<file path="src/rtl/pipeline_hazard_unit.sv">
// Hazard and forwarding controller for the five-stage pipeline (F, D, E, M, W).
// Keeps its own shadow copy of E/M/W destination state so no later stage reports back.
module pipeline_hazard_unit (
    input  logic       clk,
    input  logic       rst,
    input  logic [3:0] ra1D,
    input  logic [3:0] ra2D,
    input  logic       useRa1D,
    input  logic       useRa2D,
    input  logic [3:0] WA3E,
    input  logic       regWriteE,
    input  logic       memToRegE,
    input  logic       PCSrcE,
    output logic       stallF,
    output logic       stallD,
    output logic       flushD,
    output logic       flushE,
    output logic [1:0] forwardAE,
    output logic [1:0] forwardBE
);
    localparam logic [3:0] PC_REG = 4'hF;

    logic [3:0] ra1_e_r;
    logic [3:0] ra2_e_r;
    logic       use_a_r;
    logic       use_b_r;
    logic       valid_e_r;
    logic [3:0] wa3_m_r;
    logic       reg_write_m_r;
    logic [3:0] wa3_w_r;
    logic       reg_write_w_r;

    logic       wr_e_s;
    logic       branch_s;
    logic       lduse_s;

    // R15 is the PC, never a forwarding source; the younger writer in M beats W.
    function automatic logic [1:0] fwd_sel(
        input logic [3:0] src,
        input logic       use_src,
        input logic [3:0] wa3_m,
        input logic       wr_m,
        input logic [3:0] wa3_w,
        input logic       wr_w
    );
        logic [1:0] sel;
        if (!use_src || (src == PC_REG)) begin
            sel = 2'b00;
        end else if (wr_m && (src == wa3_m)) begin
            sel = 2'b10;
        end else if (wr_w && (src == wa3_w)) begin
            sel = 2'b01;
        end else begin
            sel = 2'b00;
        end
        return sel;
    endfunction

    // Shadow pipeline: execute-stage sources plus M/W destination tracking.
    always_ff @(posedge clk) begin
        if (rst) begin
            ra1_e_r       <= 4'h0;
            ra2_e_r       <= 4'h0;
            use_a_r       <= 1'b0;
            use_b_r       <= 1'b0;
            valid_e_r     <= 1'b0;
            wa3_m_r       <= 4'h0;
            reg_write_m_r <= 1'b0;
            wa3_w_r       <= 4'h0;
            reg_write_w_r <= 1'b0;
        end else begin
            ra1_e_r       <= ra1D;
            ra2_e_r       <= ra2D;
            use_a_r       <= useRa1D;
            use_b_r       <= useRa2D;
            valid_e_r     <= ~flushE;
            wa3_m_r       <= WA3E;
            reg_write_m_r <= wr_e_s;
            wa3_w_r       <= wa3_m_r;
            reg_write_w_r <= reg_write_m_r;
        end
    end

    // Stall/flush decision and forwarding selects; a bubbled E slot masks its stale control bits.
    always_comb begin
        wr_e_s   = regWriteE & valid_e_r;
        branch_s = PCSrcE & valid_e_r;
        lduse_s  = memToRegE & wr_e_s & (WA3E != PC_REG) &
                   ((useRa1D & (ra1D == WA3E)) | (useRa2D & (ra2D == WA3E)));

        if (branch_s) begin
            stallF = 1'b0;
            stallD = 1'b0;
            flushD = 1'b1;
            flushE = 1'b1;
        end else if (lduse_s) begin
            stallF = 1'b1;
            stallD = 1'b1;
            flushD = 1'b0;
            flushE = 1'b1;
        end else begin
            stallF = 1'b0;
            stallD = 1'b0;
            flushD = 1'b0;
            flushE = 1'b0;
        end

        forwardAE = fwd_sel(ra1_e_r, use_a_r, wa3_m_r, reg_write_m_r, wa3_w_r, reg_write_w_r);
        forwardBE = fwd_sel(ra2_e_r, use_b_r, wa3_m_r, reg_write_m_r, wa3_w_r, reg_write_w_r);
    end

endmodule

</file>
<file path="config.mk">
export PLATFORM = sky130hd
export DESIGN_NAME = pipeline_hazard_unit
export DESIGN_NICKNAME = d
export VERILOG_FILES = /design/src/rtl/pipeline_hazard_unit.sv
export SDC_FILE = /design/constraint.sdc
export NUM_CORES = 1
export LEC_CHECK = 0
export ABC_AREA = 0
export CAP_MARGIN = 25
export CELL_PAD_IN_SITES_DETAIL_PLACEMENT = 0
export CELL_PAD_IN_SITES_GLOBAL_PLACEMENT = 1
export CORE_MARGIN = 3
export CORE_UTILIZATION = 36
export DETAILED_ROUTE_END_ITERATION = 8
export PLACE_DENSITY_LB_ADDON = 0.05
export SLEW_MARGIN = 20
export SYNTH_ARGS = -nofsm -noshare
export SYNTH_HDL_FRONTEND = slang
export SYNTH_SLANG_ARGS = --single-unit
</file>
<file path="constraint.sdc">
create_clock -name clk -period 3.6 [get_ports clk]
set_clock_uncertainty 0.1 [all_clocks]
set_input_delay 0.72 -clock clk [delete_from_list [all_inputs] [get_ports clk]]
set_output_delay 0.72 -clock clk [all_outputs]
set_load 0.005 [all_outputs]
</file>
==> results of run 1 <==
[metal layers]
metal	vias to the layer above	global-route usage [%]	share of wire, %
met5	-	0	0
met4	0	5.08	0.89
met3	2	1.38	4.9
met2	23	19.6	48
met1	298	13.7	46
li1	366	-	-
[placed cells by master (no fill, tap or decap)]
master	synthesis	layout
clkdlybuf4s50_1	0	26
dfxtp_1	21	21
nor2b_1	18	18
xor2_1	12	12
xnor2_1	12	12
nand4_1	6	6
nand2_1	4	4
nand3_1	4	4
nor3_1	4	4
clkbuf_4	0	3
nor4_1	2	2
and3_1	2	2
inv_1	1	1
a41oi_1	1	1
a21oi_1	1	1
nor2b_2	1	1
and4b_1	1	1
nor2_1	1	1
clkinv_2	0	1
[cell type report]
class,instances,area (um2)
fill,228,1090
clock buffer,3,22.5
tap,28,35.0
sequential,21,420
clock inverter,1,5.00
inverter,1,3.75
multi-input combinational,69,477
timing repair buffer,26,260
[per-stage QoR]
| step | hold WS [ps] | util [%] |
|---|---|---|
| floorplan | 323 | - |
| global placement | 350 | 51.6 |
| detailed placement | 353 | 51.6 |
| CTS | 371 | 52.8 |
| global route | 398 | 52.8 |
| finish | 363 | 52.8 |
[state kept, by name, summed over array words and instances, names as in the netlist]
| register | cells |
|---|---|
| wa3_w_r | 4 |
| ra2_e_r | 4 |
| reg_write_w_r | 1 |
| reg_write_m_r | 1 |
| ra1_e_r | 4 |
| use_a_r | 1 |
| wa3_m_r | 4 |
| valid_e_r | 1 |
| use_b_r | 1 |
[tightest hold or removal path, delay by kind of cell (launching register included)]
family / cells / cell delay, ps
flops: 1 / 340
simple gates: 2 / 90
[power by group through the flow]
stage	Sequential (W)	Clock, W	Combinational [W]
3_5_place_dp	0.000261	0	0.0000669
5_1_grt	0.000257	0.000117	0.0000721
3_3_place_gp	0.000261	0	0.0000667
6_report	0.000255	0.000102	0.0000659
2_1_floorplan	0.000258	0	0.0000343
4_1_cts	0.000256	0.000109	0.0000673
[how the worst max path moves through the flow]
| stage | start | end | depth (start not counted) | slack (ps) |
|---|---|---|---|---|
| final | WA3E[3] | stallD | 6 | 240 |
| after detailed placement | WA3E[0] | stallD | 6 | 270 |
| after floorplan | WA3E[0] | stallF | 5 | 1250 |
| after global placement | WA3E[3] | stallD | 6 | 300 |
| after global routing | WA3E[3] | stallF | 6 | 110 |
| after CTS | WA3E[0] | stallD | 6 | 240 |
[cells by family (layout without fill, tap and decap cells)]
| family | count (synthesis) | in the layout | share of synthesized area (%) |
|---|---|---|---|
| AND/OR/NAND/NOR | 43 | 43 | 27.6 |
| AO/OA/AOI/OAI | 2 | 2 | 1.50 |
| flip-flops | 21 | 21 | 45.9 |
| XOR/XNOR | 24 | 24 | 23.0 |
| buffers and inverters | 4 | 31 | 2.05 |
==> run summary, run 1 <==
min Tclk post-route - 3360 ps
GR Overflow Total - 0
crit start category - input pin
Worst EP arrival - 2540 ps
status - complete, no violations
WHS Path Cells - 2
Slew headroom - 53.6%
switching power - 0.0000966 W
register bit count reported by yosys - 21
Hold WC Path Type - flip-flop to flip-flop
switching share of total power - 22.8%
Place WS - 269 ps
DP Cell Count - 145
Fin Setup TNS - 0 ps
worst path cell trace - clkdlybuf4s50_1 > xor2_1 > nor3_1 > nand4_1 > a21oi_1 > clkdlybuf4s50_1
CTS clk-pin slew, worst paths - 100 ps
CTS resizes - 0
Most used DFF post-synth - dfxtp_1
Layout Cells excl Fill - 149
CTS tree - done
Post-Synthesis Cell Area - 916 um2
fmax - 298 MHz
critical path's slowest cell - clkdlybuf4s50_1
Routed WL per cell - 12.1 um
Syn Area/Cell - 9.74 um2
Leak - 0.467 nW
global-route wire length before repair - 2820 um
total power - 0.000424 W
Int Power - 0.000327 W
Placer Congestion - 0.720
most common cell in the netlist - dfxtp_1
CTS Buf Count - 3
Clk network pwr share - 24.1%
most common library cells after synthesis - dfxtp_1, nor2b_1, xnor2_1, xor2_1, nand4_1
crit path buf inv count - 2
antenna violations before repair - 0
Yosys Warn Count - 0
CP endpoint kind - primary output
Skew-Pair Late Insertion Delay - 290 ps
sequential fraction of the synthesis area - 45.9%
nets - 141
# hold bufs at CTS - 0
hold path endpoint - reg_write_m_r
Setup CP Type - input pin to primary output
Max Slew Vio Count - 0
share of the synthesized area in the top cell type - 45.9%
P&R area growth vs syn - 33.6%
Cell variety after synth - 18
num ports - 27
Post-CTS Setup Inserts - 0
maximum vdd ir drop - 194 uV
via count - 689
EDFF count, synth - 0
ranking of synthesized cells by area - dfxtp_1, nor2b_1, xnor2_1
slowest stage delay, CP - 530 ps
worst slew pin tran - 694 ps
PortBufs - 26
clk buf depth - 2
Crit path max-delay family - buffers and inverters
die height - 56.4 um
clk sinks - 21
die area - 3190 um2
cells after synthesis - 94
# rows - 17
largest net degree at the start of global routing - 22
max cap viols - 0
hold path startpoint - valid_e_r
Finish-stage setup viols - 0
chip width - 56.4 um
Tcrit/Tclk final - 93.2%
CP dominant cell by count - clkdlybuf4s50_1
final worst slack - 243 ps
leading area contributor after synthesis - dfxtp_1
CP Max Fanout - 4
Final HPWL DP - 1500 um
vias in the first global route - 663
root buf cell - clkbuf_4
total wire length - 1800 um
Final Hold Viols - 0
reg-to-reg endpoint - valid_e_r
RR Startpoint - valid_e_r
Area after DPL - 1200 um2
R2R Setup Slk - 2300 ps
RSZ-0062 raised after global routing - false
reg2reg path depth - 4
layout cell share with drive strength beyond 1 - 4.13%
ys async rst share - 0%
CTS HTree Levels - 1
number of inserted diodes - 0
Starting Density - 39.5%
Synth Net Count - 113
antenna-violating nets left - 0
DRC viols - 0
DRT Pass-1 Iters - 4
critical path required time - 2780 ps
Seq pwr share - 60.3%
Comb pwr share - 15.6%
pwr dens - 346 nW/um2
post-route cell area - 1220 um2
Via density - 4.62
Initial DRC Count - 10
Tot GR Track Use - 11.3%
Core Area - 2320 um2
Power figures use the tool's default switching activity.
==> run 2: changes to the inputs <==
- CORE_MARGIN: 3 -> unset
==> run summary, run 2 (same netlist as run 1, synthesis figures left out) <==
Core Util, Final - 53.3% (was 52.8%)
min Tclk post-route - 3310 ps (was 3360 ps)
most frequent cells in the layout - clkdlybuf4s50_1, dfxtp_1, nor2b_1 (unchanged)
clk sinks - 21 (unchanged)
hold path endpoint - reg_write_m_r (unchanged)
reg2reg path depth - 4 (unchanged)
final worst slack - 287 ps (was 243 ps)
reg-to-reg endpoint - valid_e_r (unchanged)
crit start category - input pin (unchanged)
Final HPWL DP - 1490 um (was 1500 um)
clk buf depth - 2 (unchanged)
Max Slew Vio Count - 0 (unchanged)
Slew headroom - 50.4% (was 53.6%)
Final Hold Viols - 0 (unchanged)
RR Startpoint - valid_e_r (unchanged)
total power - 0.000428 W (was 0.000424 W)
via count - 686 (was 689)
area of the multi-input gates - 477 um2 (unchanged)
Fin Setup TNS - 0 ps (unchanged)
CTS clk-pin slew, worst paths - 110 ps (was 100 ps)
layout cell share with drive strength beyond 1 - 4.13% (unchanged)
die area - 2750 um2 (was 3190 um2)
Tot GR Track Use - 15.4% (was 11.3%)
CTS tree - done (unchanged)
R2R Setup Slk - 2350 ps (was 2300 ps)
DRT Pass-1 Iters - 3 (was 4)
status - complete, no violations (unchanged)
antenna-violating nets left - 0 (unchanged)
Core Area - 2300 um2 (was 2320 um2)
GR Overflow Total - 0 (unchanged)
critical path required time - 2780 ps (about the same)
CTS resizes - 0 (unchanged)
die height - 52.4 um (was 56.4 um)
worst path cell trace - clkdlybuf4s50_1 > xor2_1 > nor3_1 > nand4_1 > a21oi_1 > clkdlybuf4s50_1 (unchanged)
Skew-Pair Late Insertion Delay - 290 ps (about the same)
slowest stage delay, CP - 520 ps (was 530 ps)
CP dominant cell by count - clkdlybuf4s50_1 (unchanged)
Finish-stage setup viols - 0 (unchanged)
worst slew pin tran - 741 ps (was 694 ps)
pwr dens - 350 nW/um2 (was 346 nW/um2)
Placer Congestion - 0.746 (was 0.720)
PortBufs - 26 (unchanged)
total wire length - 1790 um (was 1800 um)
Leak - 0.467 nW (unchanged)
Hold WC Path Type - flip-flop to flip-flop (unchanged)
number of inserted diodes - 0 (unchanged)
CTS HTree Levels - 1 (unchanged)
Setup CP Type - input pin to primary output (unchanged)
num ports - 27 (unchanged)
Starting Density - 39.9% (was 39.5%)
Post-CTS Setup Inserts - 0 (unchanged)
register area - 420 um2 (unchanged)
DRC viols - 0 (unchanged)
vias in the first global route - 682 (was 663)
most common cell after layout, fill and taps aside - clkdlybuf4s50_1 (unchanged)
P&R area growth vs syn - 33.6% (unchanged)
chip width - 52.4 um (was 56.4 um)
Fin Hold WS - 356 ps (was 363 ps)
root buf cell - clkbuf_4 (unchanged)
# hold bufs at CTS - 0 (unchanged)
Tcrit/Tclk final - 92.0% (was 93.2%)
CTS Buf Count - 3 (unchanged)
CP endpoint kind - primary output (unchanged)
Worst EP arrival - 2490 ps (was 2540 ps)
Initial DRC Count - 9 (was 10)
hold path startpoint - valid_e_r (unchanged)
fmax - 302 MHz (was 298 MHz)
Filler Cells Inserted - 233 (was 228)
CP Max Fanout - 4 (unchanged)
RSZ-0062 raised after global routing - false (unchanged)
max cap viols - 0 (unchanged)
global-route wire length before repair - 2960 um (was 2820 um)
critical path's slowest cell - clkdlybuf4s50_1 (unchanged)
Place WS - 284 ps (was 269 ps)
Via density - 4.60 (was 4.62)
maximum vdd ir drop - 172 uV (was 194 uV)
antenna violations before repair - 0 (unchanged)
nets - 141 (unchanged)
largest net degree at the start of global routing - 22 (unchanged)
WHS Path Cells - 2 (unchanged)
# rows - 17 (unchanged)
Routed WL per cell - 12.0 um (was 12.1 um)
==> run 2: cell counts in the layout (fill, tap and decap cells not counted) <==
No cell type changed its count.
==> run 2: stage by stage <==
stage          area [um2]  cells
2_1_floorplan         916     94
4_1_cts              1220    149
6_report             1220    149
5_1_grt              1220    149
3_5_place_dp         1200    145
3_3_place_gp         1200    145
==> run 2: how the worst max path moves through the flow <==
stage,start,to,slack [ps],depth (start not counted)
floorplan,WA3E[0],stallF,1250,5
global placement,WA3E[3],stallD,310,6
detailed placement,WA3E[0],stallF,280,6
CTS,WA3E[0],stallF,270,6
global route,WA3E[3],stallD,180,6
finish,WA3E[0],stallF,290,6
==> run 2: layout make-up <==
type	instances	share of cell area, %
multi-input combinational	69	39.0
sequential	21	34.4
timing repair buffer	26	21.3
tap	28	2.86
clock buffer	3	1.84
clock inverter	1	0.409
inverter	1	0.307
==> run 2: per-layer routing <==
layer,vias up,part of all wire (%),track usage [%],routed length [um]
met5,-,0,0,0
met4,0,1.5,9.21,27
met3,2,3.8,2.61,69
met2,21,48,26.4,863
met1,297,46,17.5,833
li1,366,-,-,-
==> run 2: report_power, final <==
| group | internal (W) | leakage, nW | switching (W) |
|---|---|---|---|
| combinational | 0.0000415 | 0.275 | 0.0000245 |
| clock | 0.0000413 | 0.0177 | 0.0000651 |
| sequential | 0.000244 | 0.174 | 0.0000115 |
==> run 2: worst max-delay path: cells and delay by family <==
kind,cells,cell delay [ps]
simple gates,2,360
compound gates,1,210
xor+xnor,1,190
buf+inv,2,1010
==> run 3: changes to the inputs <==
--- a/config.mk
+++ b/config.mk
@@ -10,4 +10,5 @@
 export CELL_PAD_IN_SITES_DETAIL_PLACEMENT = 0
 export CELL_PAD_IN_SITES_GLOBAL_PLACEMENT = 1
+export CORE_ASPECT_RATIO = 1.75
 export CORE_UTILIZATION = 36
 export DETAILED_ROUTE_END_ITERATION = 8
==> constraint.sdc (replaced) <==
create_clock -name clk -period 3.6 [get_ports clk]
set_clock_uncertainty 0.1 [all_clocks]
set_input_delay 0.72 -clock clk [delete_from_list [all_inputs] [get_ports clk]]
set_output_delay 0.72 -clock clk [all_outputs]
set_load 0.1 [all_outputs]
==> run summary, run 3 (same netlist as run 1, synthesis figures left out) <==
Seq pwr share - 53.4% (was 59.7%)
min Tclk post-route - 3220 ps (was 3310 ps)
GR peak layer - met2 (unchanged)
root buf cell - clkbuf_8 (was clkbuf_4)
CTS Buf Count - 3 (unchanged)
met3 GRT Util - 3.21% (was 2.61%)
most frequent cells in the layout - dfxtp_1, nor2b_1, clkdlybuf4s50_1 (was clkdlybuf4s50_1, dfxtp_1, nor2b_1)
nets - 141 (unchanged)
die area - 2760 um2 (was 2750 um2)
switching share of total power - 23.5% (was 23.6%)
maximum vdd ir drop - 152 uV (was 172 uV)
pwr dens - 380 nW/um2 (was 350 nW/um2)
fraction of met2 tracks used by global routing - 30.2% (was 26.4%)
Hold WC Path Type - flip-flop to flip-flop (unchanged)
Routed WL per cell - 12.4 um (was 12.0 um)
via count - 705 (was 686)
Leak - 0.496 nW (was 0.467 nW)
Via density - 4.83 (was 4.60)
Starting Density - 38.8% (was 39.9%)
chip width - 40.1 um (was 52.4 um)
total power - 0.000478 W (was 0.000428 W)
status - complete, no violations (unchanged)
grt met1 use - 13.9% (was 17.5%)
num ports - 27 (unchanged)
CTS resizes - 0 (unchanged)
CTS tree - done (unchanged)
critical path's slowest cell - clkdlybuf4s50_1 (unchanged)
crit start category - input pin (unchanged)
clk sinks - 21 (unchanged)
Core Area - 2360 um2 (was 2300 um2)
Initial DRC Count - 10 (was 9)
Finish-stage setup viols - 0 (unchanged)
antenna violations before repair - 0 (unchanged)
slowest stage delay, CP - 480 ps (was 520 ps)
layout cell share with drive strength beyond 1 - 10.7% (was 4.13%)
# rows - 23 (was 17)
Final HPWL DP - 1560 um (was 1490 um)
Max Slew Vio Count - 0 (unchanged)
Fin Hold WS - 357 ps (was 356 ps)
CTS HTree Levels - 1 (unchanged)
worst slew pin tran - 696 ps (was 741 ps)
RSZ-0062 raised after global routing - false (unchanged)
P&R area growth vs syn - 37.4% (was 33.6%)
largest net degree at the start of global routing - 22 (unchanged)
DRC viols - 0 (unchanged)
Post-CTS Setup Inserts - 0 (unchanged)
Fin Setup TNS - 0 ps (unchanged)
hold path startpoint - valid_e_r (unchanged)
PortBufs - 26 (unchanged)
clk buf depth - 2 (unchanged)
GR Overflow Total - 0 (unchanged)
DRT Pass-1 Iters - 2 (was 3)
Tot GR Track Use - 15.9% (was 15.4%)
Core Util, Final - 53.3% (about the same)
fmax - 311 MHz (was 302 MHz)
Placer Congestion - 0.741 (was 0.746)
Setup CP Type - input pin to primary output (unchanged)
Final Hold Viols - 0 (unchanged)
Slew headroom - 53.4% (was 50.4%)
max cap viols - 0 (unchanged)
vias in the first global route - 691 (was 682)
# hold bufs at CTS - 0 (unchanged)
Worst EP arrival - 2400 ps (was 2490 ps)
most common cell after layout, fill and taps aside - dfxtp_1 (was clkdlybuf4s50_1)
worst path cell trace - clkdlybuf4s50_1 > xor2_1 > nor3_1 > nand4_1 > a21oi_2 > buf_12 (was clkdlybuf4s50_1 > xor2_1 > nor3_1 > nand4_1 > a21oi_1 > clkdlybuf4s50_1)
antenna-violating nets left - 0 (unchanged)
total wire length - 1810 um (was 1790 um)
global-route wire length before repair - 2860 um (was 2960 um)
CP endpoint kind - primary output (unchanged)
number of inserted diodes - 0 (unchanged)
crit path from - WA3E[0] (unchanged)
Crit path max-delay family - buffers and inverters (unchanged)
Tcrit/Tclk final - 89.4% (was 92.0%)
die height - 68.7 um (was 52.4 um)
switching power - 0.000112 W (was 0.000101 W)
CP Max Fanout - 4 (unchanged)
critical path required time - 2780 ps (about the same)
CTS clk-pin slew, worst paths - 70 ps (was 110 ps)
Clk network pwr share - 29.8% (was 24.8%)
Skew-Pair Late Insertion Delay - 250 ps (was 290 ps)
Int Power - 0.000366 W (was 0.000327 W)
Comb pwr share - 16.8% (was 15.4%)
crit path buf inv count - 2 (unchanged)
RR Startpoint - valid_e_r (unchanged)
## run 3: cell types whose count changed in the layout (fill, tap and decap cells not counted), sizes merged
cell / previous run / this run
buf: 0 / 8
clkbuf: 3 / 4
clkdlybuf4s50: 26 / 18
clkinv: 1 / 0
## run 3: power groups by stage
| stage | registers [W] | logic [W] | clock network (W) |
|---|---|---|---|
| final | 0.000256 | 0.0000804 | 0.000142 |
| after global routing | 0.000257 | 0.0000882 | 0.000155 |
| after CTS | 0.000256 | 0.0000816 | 0.000147 |
| after detailed placement | 0.000261 | 0.0000815 | 0 |
| after global placement | 0.000261 | 0.0000812 | 0 |
| after floorplan | 0.000258 | 0.0000467 | 0 |
## run 3: worst min-delay path, stage by stage (launching register included)
cell and delay (ps):
dfxtp_1 330, nand2_1 60, nor2_1 30
## run 3: path summary, 6_finish.rpt
kind	to	cells after the start	slack, ps
worst max-delay path	stallF	6	380
worst min-delay path	reg_write_m_r	2	360
worst max register to register	valid_e_r	4	2200
worst min register to register	reg_write_m_r	2	360
## run 3: stage by stage
| stage | cells | area [um2] | worst slack (ps) |
|---|---|---|---|
| after floorplan | 94 | 920 | 131 |
| after global placement | 142 | 1210 | 426 |
| after detailed placement | 142 | 1210 | 378 |
| after CTS | 146 | 1260 | 380 |
| after global routing | 146 | 1260 | 312 |
| final | 146 | 1260 | 383 |
## run 3: cell type report
class | instances | area, um2
tap | 25 | 31.3
sequential | 21 | 420
timing repair buffer | 26 | 278
inverter | 1 | 3.75
multi-input combinational | 69 | 480
fill | 241 | 1100
clock buffer | 4 | 45.0
## run 3: metal layers
metal	wire length, um	vias to the layer above
li1	-	367
met1	654	311
met2	1050	23
met3	74	4
met4	24	0
met5	0	-
